File: config.mk
export PLATFORM = sky130hd
export DESIGN_NAME = pipelined_csel_adder
export DESIGN_NICKNAME = d
export VERILOG_FILES = /design/src/rtl/pipelined_csel_adder.sv
export SDC_FILE = /design/constraint.sdc
export NUM_CORES = 1
export LEC_CHECK = 0
export CELL_PAD_IN_SITES_DETAIL_PLACEMENT = 0
export CELL_PAD_IN_SITES_GLOBAL_PLACEMENT = 1
export CORE_UTILIZATION = 40
export DETAILED_ROUTE_END_ITERATION = 10
export PLACE_DENSITY = 0.76
export SYNTH_ARGS = -nofsm -noshare
export SYNTH_HDL_FRONTEND = slang
export SYNTH_SLANG_ARGS = --single-unit
File: constraint.sdc
create_clock -name clk -period 5.81 [get_ports clk]
set_input_delay 1.743 -clock clk [delete_from_list [all_inputs] [get_ports clk]]
set_output_delay 1.743 -clock clk [all_outputs]
set_load 0.1 [all_outputs]
File: src/rtl/pipelined_csel_adder.sv
// Two-stage pipelined carry-select adder/subtractor with valid/ready handshakes.
// Stage 1 registers both per-slice candidates; stage 2 resolves the carry chain and flags.
module pipelined_csel_adder #(
   parameter int WIDTH = 32,
   parameter int BLOCK = 8
) (
   input  logic             clk,
   input  logic             reset,
   input  logic             in_valid,
   output logic             in_ready,
   input  logic [WIDTH-1:0] a,
   input  logic [WIDTH-1:0] b,
   input  logic             cin,
   input  logic             sub,
   output logic             out_valid,
   input  logic             out_ready,
   output logic [WIDTH-1:0] sum,
   output logic             cout,
   output logic             ovf,
   output logic             zero
);

   // WIDTH must be a whole multiple of BLOCK.
   localparam int NBLK = WIDTH / BLOCK;

   logic [WIDTH-1:0]           bx;
   logic                       c0;
   logic [NBLK-1:0][BLOCK:0]   cand0_new, cand1_new;

   logic                       s2_adv, s1_adv, s1_load, s2_load;

   logic                       s1_valid_d, s1_valid_q;
   logic [NBLK-1:0][BLOCK:0]   cand0_d, cand0_q, cand1_d, cand1_q;
   logic                       c0_d, c0_q, a_msb_d, a_msb_q, bx_msb_d, bx_msb_q;

   logic [WIDTH-1:0]           sum_sel;
   logic                       cout_sel, ovf_sel, zero_sel;

   logic                       out_valid_d, out_valid_q;
   logic [WIDTH-1:0]           sum_d, sum_q;
   logic                       cout_d, cout_q, ovf_d, ovf_q, zero_d, zero_q;

   always_comb begin
      bx = sub ? ~b : b;
      c0 = sub ? 1'b1 : cin;
      cand0_new = '0;
      cand1_new = '0;
      for (int k = 0; k < NBLK; k++) begin
         cand0_new[k] = {1'b0, a[k*BLOCK +: BLOCK]} + {1'b0, bx[k*BLOCK +: BLOCK]};
         cand1_new[k] = cand0_new[k] + (BLOCK+1)'(1);
      end
   end

   // An empty output stage accepts from stage 1 even while out_ready is low.
   always_comb begin
      s2_adv   = !out_valid_q || out_ready;
      s1_adv   = !s1_valid_q || s2_adv;
      s1_load  = s1_adv && in_valid;
      s2_load  = s2_adv && s1_valid_q;
      in_ready = s1_adv;
   end

   always_comb begin
      s1_valid_d = s1_adv ? in_valid : s1_valid_q;
      cand0_d    = s1_load ? cand0_new : cand0_q;
      cand1_d    = s1_load ? cand1_new : cand1_q;
      c0_d       = s1_load ? c0 : c0_q;
      a_msb_d    = s1_load ? a[WIDTH-1] : a_msb_q;
      bx_msb_d   = s1_load ? bx[WIDTH-1] : bx_msb_q;
   end

   always_comb begin
      logic             carry;
      logic [BLOCK:0]   sel;
      carry   = c0_q;
      sel     = '0;
      sum_sel = '0;
      for (int k = 0; k < NBLK; k++) begin
         sel = carry ? cand1_q[k] : cand0_q[k];
         sum_sel[k*BLOCK +: BLOCK] = sel[BLOCK-1:0];
         carry = sel[BLOCK];
      end
      cout_sel = carry;
      ovf_sel  = (a_msb_q == bx_msb_q) && (sum_sel[WIDTH-1] != a_msb_q);
      zero_sel = ~|sum_sel;
   end

   always_comb begin
      out_valid_d = s2_adv ? s1_valid_q : out_valid_q;
      sum_d       = s2_load ? sum_sel  : sum_q;
      cout_d      = s2_load ? cout_sel : cout_q;
      ovf_d       = s2_load ? ovf_sel  : ovf_q;
      zero_d      = s2_load ? zero_sel : zero_q;
   end

   // Stage-1 payload is meaningless while s1_valid is low, so it carries no reset.
   always_ff @(posedge clk) begin
      cand0_q  <= cand0_d;
      cand1_q  <= cand1_d;
      c0_q     <= c0_d;
      a_msb_q  <= a_msb_d;
      bx_msb_q <= bx_msb_d;
   end

   always_ff @(posedge clk) begin
      if (reset) begin
         s1_valid_q  <= 1'b0;
         out_valid_q <= 1'b0;
         sum_q       <= '0;
         cout_q      <= 1'b0;
         ovf_q       <= 1'b0;
         zero_q      <= 1'b0;
      end else begin
         s1_valid_q  <= s1_valid_d;
         out_valid_q <= out_valid_d;
         sum_q       <= sum_d;
         cout_q      <= cout_d;
         ovf_q       <= ovf_d;
         zero_q      <= zero_d;
      end
   end

   assign out_valid = out_valid_q;
   assign sum       = sum_q;
   assign cout      = cout_q;
   assign ovf       = ovf_q;
   assign zero      = zero_q;

endmodule
== Word-level counts from Yosys, hierarchy flattened ==
Index checks and enable logic that the tools add are counted.

* Flip-flop bits (word level): 112
* Bits in latches: 0
* Bits in writable memories: 0
* Bits in read-only memories: 0
* Input port bits: 70
* Logic and storage cells: 42
* Memories: 0

* Add/subtract/negate cells: 8
* Multiply operators: 0
* Div/mod/pow operators: 0
* $lt $le $gt $ge: 0
* Equality and inequality tests: 2
* Shift operators: 0
* Mux-type cells: 5
* Bitwise operators: 1
* Reduce and logical (&&, ||, !) cells: 9

{| class="wikitable"
|+ Operator list
! kind !! number
|-
| adder 8 x 8 -> 9 bit || 4
|-
| adder 9 x 1 -> 9 bit (second input constant) || 4
|-
| 2-to-1 mux 9 bit || 4
|-
| 2-to-1 mux 32 bit || 1
|-
| inverter 32 bit || 1
|-
| OR reduction 32 bit || 1
|-
| logical AND 1 bit || 3
|-
| zero test 1 bit || 3
|-
| logical OR 1 bit || 2
|-
| equality test 1 bit || 1
|-
| inequality test 1 bit || 1
|}

== Longest topological paths before layout ==
Gate-level depths: netlist of run 1.

* Depth in word-level cells: 6
* Depth in mapped cells: 12
* Mapped depth without buffers: 10

== Worst setup path after synthesis of run 1 ==
OpenSTA, ideal clock, no wires.

* Kind: input to register
* From: input out_ready
* To: register a_msb_q, enable pin
* Setup time: 0.441 ns
* Data arrival time: 4.349 ns
* Required time: 5.369 ns
* Setup slack: 1.020 ns
* Stages: 3
* Buffers on the path: 0
* Path through: nor2b_1 > nand2_1 > and2_1

* Word-level cells in the longest chain between the ends: 3

{| class="wikitable"
|+ Ends and longest elaborated chain
! element !! line !! text
|-
| start, declared || 16 || <nowiki>input logic out_ready,</nowiki>
|-
| logical OR 1 bit || 56 || <nowiki>s2_adv = !out_valid_q || out_ready;</nowiki>
|-
| logical OR 1 bit || 57 || <nowiki>s1_adv = !s1_valid_q || s2_adv;</nowiki>
|-
| net in_ready || 10 || <nowiki>output logic in_ready,</nowiki>
|-
| logical AND 1 bit || 58 || <nowiki>s1_load = s1_adv && in_valid;</nowiki>
|-
| net s1_load || 30 || <nowiki>logic s2_adv, s1_adv, s1_load, s2_load;</nowiki>
|-
| end signal, assigned || 101 || <nowiki>a_msb_q <= a_msb_d;</nowiki>
|-
| end, declared || 34 || <nowiki>logic c0_d, c0_q, a_msb_d, a_msb_q, bx_msb_d, bx_msb_q;</nowiki>
|}

The timed path passes the listed nets, and every way through them passes these cells.
A chain may end at the register's enable or synchronous reset.

== Worst setup path in the final report of run 1 ==
* From: input out_ready
* To: output in_ready

* Word-level cells in the longest chain between the ends: 2

{| class="wikitable"
|+ Ends and longest elaborated chain
! element !! line
|-
| logical OR 1 bit || 56
|-
| logical OR 1 bit || 57
|-
| end, declared || 10
|}

Every way passes these cells.

==> impl_metrics.json, run 1 <==
{
  "clock_sinks": 112,
  "layout-drive-gt1-share": 0.0437,
  "numCtsBuffers": 9,
  "num-nets-final": 750,
  "place_hpwl_um": 9370,
  "outcome": "complete, but fails checks",
  "cts-htree-levels": 3,
  "final-hold-violation-count": 0,
  "antenna_found_initial": 0,
  "syn-num-nets": 646,
  "violations": "design-rule violations",
  "grt_max_degree": 56,
  "synth_top_area_frac": 0.371,
  "drc_errors": 8,
  "tightest_slew_ns": 1.01,
  "path_clk_slew_ns": 0.08,
  "synth-seq-area-share": 0.494,
  "avgViaCountPerCell": 5.03,
  "clk_latency_ns": 0.35,
  "setup_violations": 0,
  "netlist_instances": 532,
  "dr.pass1.iters": 9,
  "drt-total-wl_um": 11600,
  "grt.total_usage": 0.155,
  "period_needed_ns": 4.57,
  "syn2layout_area_growth_pct": 25.9,
  "grt_pass1_wl_um": 19600,
  "io_buffers": 106,
  "end_kind": "output port",
  "yosysTopAreaCell": "edfxtp_1",
  "cts_hold_buf": 0,
  "drt-initial-drc-count": 202,
  "rows": 44,
  "grt_pass1_vias": 4120,
  "coreArea_mm2": 0.0146,
  "slew_violations": 0,
  "cap_violations": 0,
  "fin_crit_sh": 0.787,
  "synthArstFlopShare": 0,
  "place_inst": 809,
  "cts_tree": "yes",
  "initial_core_util": 0.414,
  "vias": 4151,
  "die_x_um": 125,
  "fin_cells": 825,
  "hold_path_class": "flip-flop to flip-flop",
  "startpoint_type": "input pin",
  "antenna_left": 0,
  "pin_count": 107,
  "synthTopCellsByArea": "edfxtp_1, dfxtp_1, ha_1",
  "synth_flop_cell": "edfxtp_1",
  "synth-edff-count": 75,
  "gp_congestion": 0.810,
  "setup_tns_ns": 0,
  "clockBufferDepth": 2,
  "ys_types": 46,
  "cp.arrival_ns": 2.83,
  "fin_skew_ns": 0.00887,
  "yosys_warnings": 0,
  "crit_type": "input pin to output port",
  "cts_setup_buffers": 0,
  "p_leak_uw": 0.00299,
  "syn_avg_cell_area_um2": 11.4,
  "ctsResizeCount": 0,
  "gr-total-overflow": 0,
  "vdd_drop_max_mv": 0.157,
  "diodes": 0,
  "cp.required_ns": 4.07,
  "slew_headroom": 0.326,
  "fmax_mhz": 219,
  "netlist_area_mm2": 0.00606,
  "path_max_fanout": 4,
  "rsz0062_at_grt": "false",
  "root_buffer": "clkbuf_16",
  "synth_seq_cells": 112,
  "dieArea_mm2": 0.0157,
  "die_h_um": 125,
  "cellPowerDensity_mw_per_mm2": 321,
  "avgRoutedWirePerCell_um": 14.0
}
## final timing paths
path	slack [ns]	endpoint	cells after the start	from
setup / recovery	1.24	in_ready	4	out_ready
hold / removal	0.50	sum[30]	2	sum[30]
hold reg to reg	0.50	sum[30]	2	sum[30]
setup reg to reg	2.78	ovf	9	c0_q
## through the flow
stage	hold WS, ns	area (µm²)	util	setup slack (ns)	total power, µW
after floorplan	0.478	6060	-	1.02	1640
after global placement	0.477	7330	0.501	1.11	1830
after detailed placement	0.489	7330	0.501	0.891	1850
after CTS	0.501	7630	0.521	1.23	2470
after global routing	0.524	7630	0.521	1.01	2580
final	0.496	7630	0.521	1.24	2450
## kinds of logic after synthesis
family,synth area share
AO/OA/AOI/OAI,0.0958
XOR/XNOR,0.116
adder cells (fa/ha/maj),0.0957
buffers and inverters,0.0252
flip-flops,0.494
multiplexers,0.0594
AND/OR/NAND/NOR,0.115
## routing by layer
layer,track usage,up-vias,routed length (µm)
met5,0,-,0
met4,0.0603,0,212
met3,0.0244,15,379
met2,0.246,83,5120
met1,0.213,1884,5880
li1,-,2169,-
## flip-flops by register name (all words and copies together) (netlist names)
register    count
cout            1
zero            1
bx_msb_q        1
a_msb_q         1
s1_valid_q      1
c0_q            1
out_valid       1
sum            32
cand1_q        36
cand0_q        36
ovf             1
## critical path, cell delays in order
cell and delay, ns:
clkdlybuf4s50_1 0.40, nor2b_1 0.32, nand2_1 0.11, buf_4 0.25
## cell usage in the layout, fill, tap and decap left out, drive strengths merged, types with 12 or more instances in the layout
| cell | count |
|---|---|
| a211oi | 36 |
| a21oi | 13 |
| clkdlybuf4s50 | 104 |
| dfxtp | 37 |
| edfxtp | 75 |
| ha | 40 |
| inv | 23 |
| mux2i | 36 |
| nand2 | 14 |
| nor2 | 49 |
| nor3 | 12 |
| nor4 | 14 |
| xnor2 | 24 |
| xor2 | 56 |
## area by class of cell
class                      count  area (µm²)
fill                        1285        7010
clock inverter                 6        75.1
sequential                   112        2990
tap                          184         230
timing repair buffer         113        1110
inverter                      20        75.1
clock buffer                  10         229
multi-input combinational    380        2930
## report_power, final
part           leakage [µW]  switching, µW  total [µW]  internal [µW]
Combinational       0.00180            457         744            287
Sequential          0.00104           62.4        1080           1020
Clock              0.000146            285         627            342
## cells in the mapped netlist, drive strengths merged, types with 3 or more instances
cell     n
dfxtp   37
a21boi   4
nor3    12
nor2b    5
and4     3
nand4    6
and3    10
nor2    49
a211oi  36
xnor2   24
a21oi   13
nand3b   3
nand2b   4
inv     20
nand3   10
clkbuf  15
o21ai    7
fa       4
o31a     3
edfxtp  75
buf      5
ha      40
nand2   14
o21a     4
mux2i   36
nor4    14
or3      3
xor2    56
Power figures use the tool's default switching activity.
==> run 2: changes to the inputs <==
==> constraint.sdc (replaced) <==
create_clock -name clk -period 4.5 [get_ports clk]
set_input_delay 1.35 -clock clk [delete_from_list [all_inputs] [get_ports clk]]
set_output_delay 1.35 -clock clk [all_outputs]
set_load 0.1 [all_outputs]
==> impl_metrics.json, run 2 (synthesized netlist as in run 1, its figures left out) <==
{
  "power.total_uw": 3170,
  "r2r_slack_ns": 1.55,
  "hold_path_class": "flip-flop to flip-flop",
  "clockBufferDepth": 2,
  "fin_skew_ns": 0.0102,
  "root_buffer": "clkbuf_16",
  "layout-drive-gt1-share": 0.0585,
  "ctsResizeCount": 0,
  "cpMostUsedCell": "xor2_1",
  "path_clk_slew_ns": 0.08,
  "cts_setup_buffers": 0,
  "avgRoutedWirePerCell_um": 13.9,
  "cp_top_family": "simple AND/OR/NAND/NOR gates",
  "p_leak_uw": 0.00303,
  "grt_max_degree": 76,
  "avgViaCountPerCell": 5.03,
  "antenna_left": 0,
  "multi_input_area_mm2": 0.00293,
  "end_kind": "flip-flop",
  "place_hpwl_um": 9270,
  "num-nets-final": 759,
  "tightest_slew_ns": 1.04,
  "slew_headroom": 0.306,
  "r2r_start": "c0_q",
  "cp.arrival_ns": 3.92,
  "clk_latency_ns": 0.35,
  "dr.pass1.iters": 8,
  "outcome": "complete, but fails checks",
  "crit_slowest_cell": "fa_1",
  "rows": 44,
  "cts_hold_buf": 0,
  "crit_type": "input pin to flip-flop",
  "pin_count": 107,
  "path_cells": "buf_2, buf_4, xor2_1, ha_1, inv_1, fa_1, nand3b_1, a21boi_1, or4_1, o311ai_1, nor4_1, xor2_1",
  "clock_sinks": 112,
  "crit_path_max_incr_delay_ns": 0.39,
  "grt_pass1_vias": 4063,
  "fmax_mhz": 261,
  "gr-total-overflow": 0,
  "dieArea_mm2": 0.0157,
  "endpoint": "cand1_q[8]",
  "gp_congestion": 0.786,
  "diodes": 0,
  "io_buffers": 106,
  "cp.required_ns": 4.59,
  "seq_area_mm2": 0.00299,
  "cap_violations": 0,
  "coreArea_mm2": 0.0146,
  "grt_pass1_wl_um": 19300,
  "drc_errors": 10,
  "initial_core_util": 0.414,
  "pre_cts_slack_ns": 0.304,
  "path_max_fanout": 12,
  "ff2ff_path_depth": 9,
  "die_x_um": 125,
  "syn2layout_area_growth_pct": 27.0,
  "antenna_found_initial": 0,
  "cts-htree-levels": 3,
  "cellPowerDensity_mw_per_mm2": 412,
  "setup_violations": 0,
  "numCtsBuffers": 9,
  "final_cell_mix": "clkdlybuf4s50_1, edfxtp_1, xor2_1, nor2_1, ha_1",
  "fin_crit_sh": 0.851,
  "mostFrequentLayoutCell": "clkdlybuf4s50_1",
  "violations": "design-rule violations",
  "cts_tree": "yes",
  "rsz0062_at_grt": "false",
  "grt.total_usage": 0.153,
  "vdd_drop_max_mv": 0.233,
  "period_needed_ns": 3.83,
  "vias": 4197,
  "drt-initial-drc-count": 236,
  "setup_slack_ns": 0.671,
  "r2r-end": "ovf",
  "n_fill_cell": 1281,
  "final-hold-violation-count": 0,
  "cp.depth": 12,
  "drt-total-wl_um": 11600,
  "crit_start": "sub",
  "slew_violations": 0,
  "setup_tns_ns": 0,
  "final_core_utilization": 0.526,
  "hold_slack_ns": 0.489,
  "cp_num_buf_inv": 3,
  "startpoint_type": "input pin",
  "die_h_um": 125
}
[run 2: cell count changes in the layout (fill, tap and decap cells not counted)]
| cell | change |
|---|---|
| buf_4 | +9 |
| clkinv_4 | -1 |
| clkinv_8 | +1 |
| clkbuf_1 | -1 |
| bufinv_16 | -1 |
| inv_6 | +1 |
| clkinvlp_4 | -1 |
| inv_8 | +2 |
[run 2: worst min path at each step]
stage / startpoint / endpoint / slack, ns / depth (start not counted)
floorplan: s1_valid_q / out_valid / 0.48 / 2
global placement: zero / zero / 0.46 / 2
detailed placement: zero / zero / 0.48 / 2
CTS: zero / zero / 0.49 / 2
global route: sum[13] / sum[13] / 0.52 / 2
finish: zero / zero / 0.49 / 2
[run 2: worst min-delay path: stages, from the launching register on]
cell	delay (ns)
dfxtp_1	0.31
inv_1	0.05
o32ai_1	0.08
[run 2: metrics by stage]
step / std cells / instance area (µm²)
CTS: 834 / 7700
finish: 834 / 7700
global route: 834 / 7700
floorplan: 532 / 6060
detailed placement: 818 / 7400
global placement: 818 / 7400
[run 2: metal layers]
metal  up-vias  share of wire  global-route usage
met1      1898           0.50               0.213
met5         -              0                   0
met2       102           0.45               0.242
met4         0         0.0085              0.0574
met3         4          0.038              0.0205
li1       2193              -                   -
[run 2: power breakdown]
group          total [µW]  internal, µW  switching (µW)
clock                 793           399             395
sequential           1390          1320            77.9
combinational         983           388             594
total                3170          2100            1070
[run 2: cell type report]
| type | count | area share |
|---|---|---|
| Timing Repair Buffer | 122 | 0.152 |
| Sequential cell | 112 | 0.389 |
| Clock buffer | 9 | 0.0292 |
| Tap cell | 184 | 0.0299 |
| Inverter | 20 | 0.00975 |
| Multi-Input combinational cell | 380 | 0.380 |
| Clock inverter | 7 | 0.00991 |
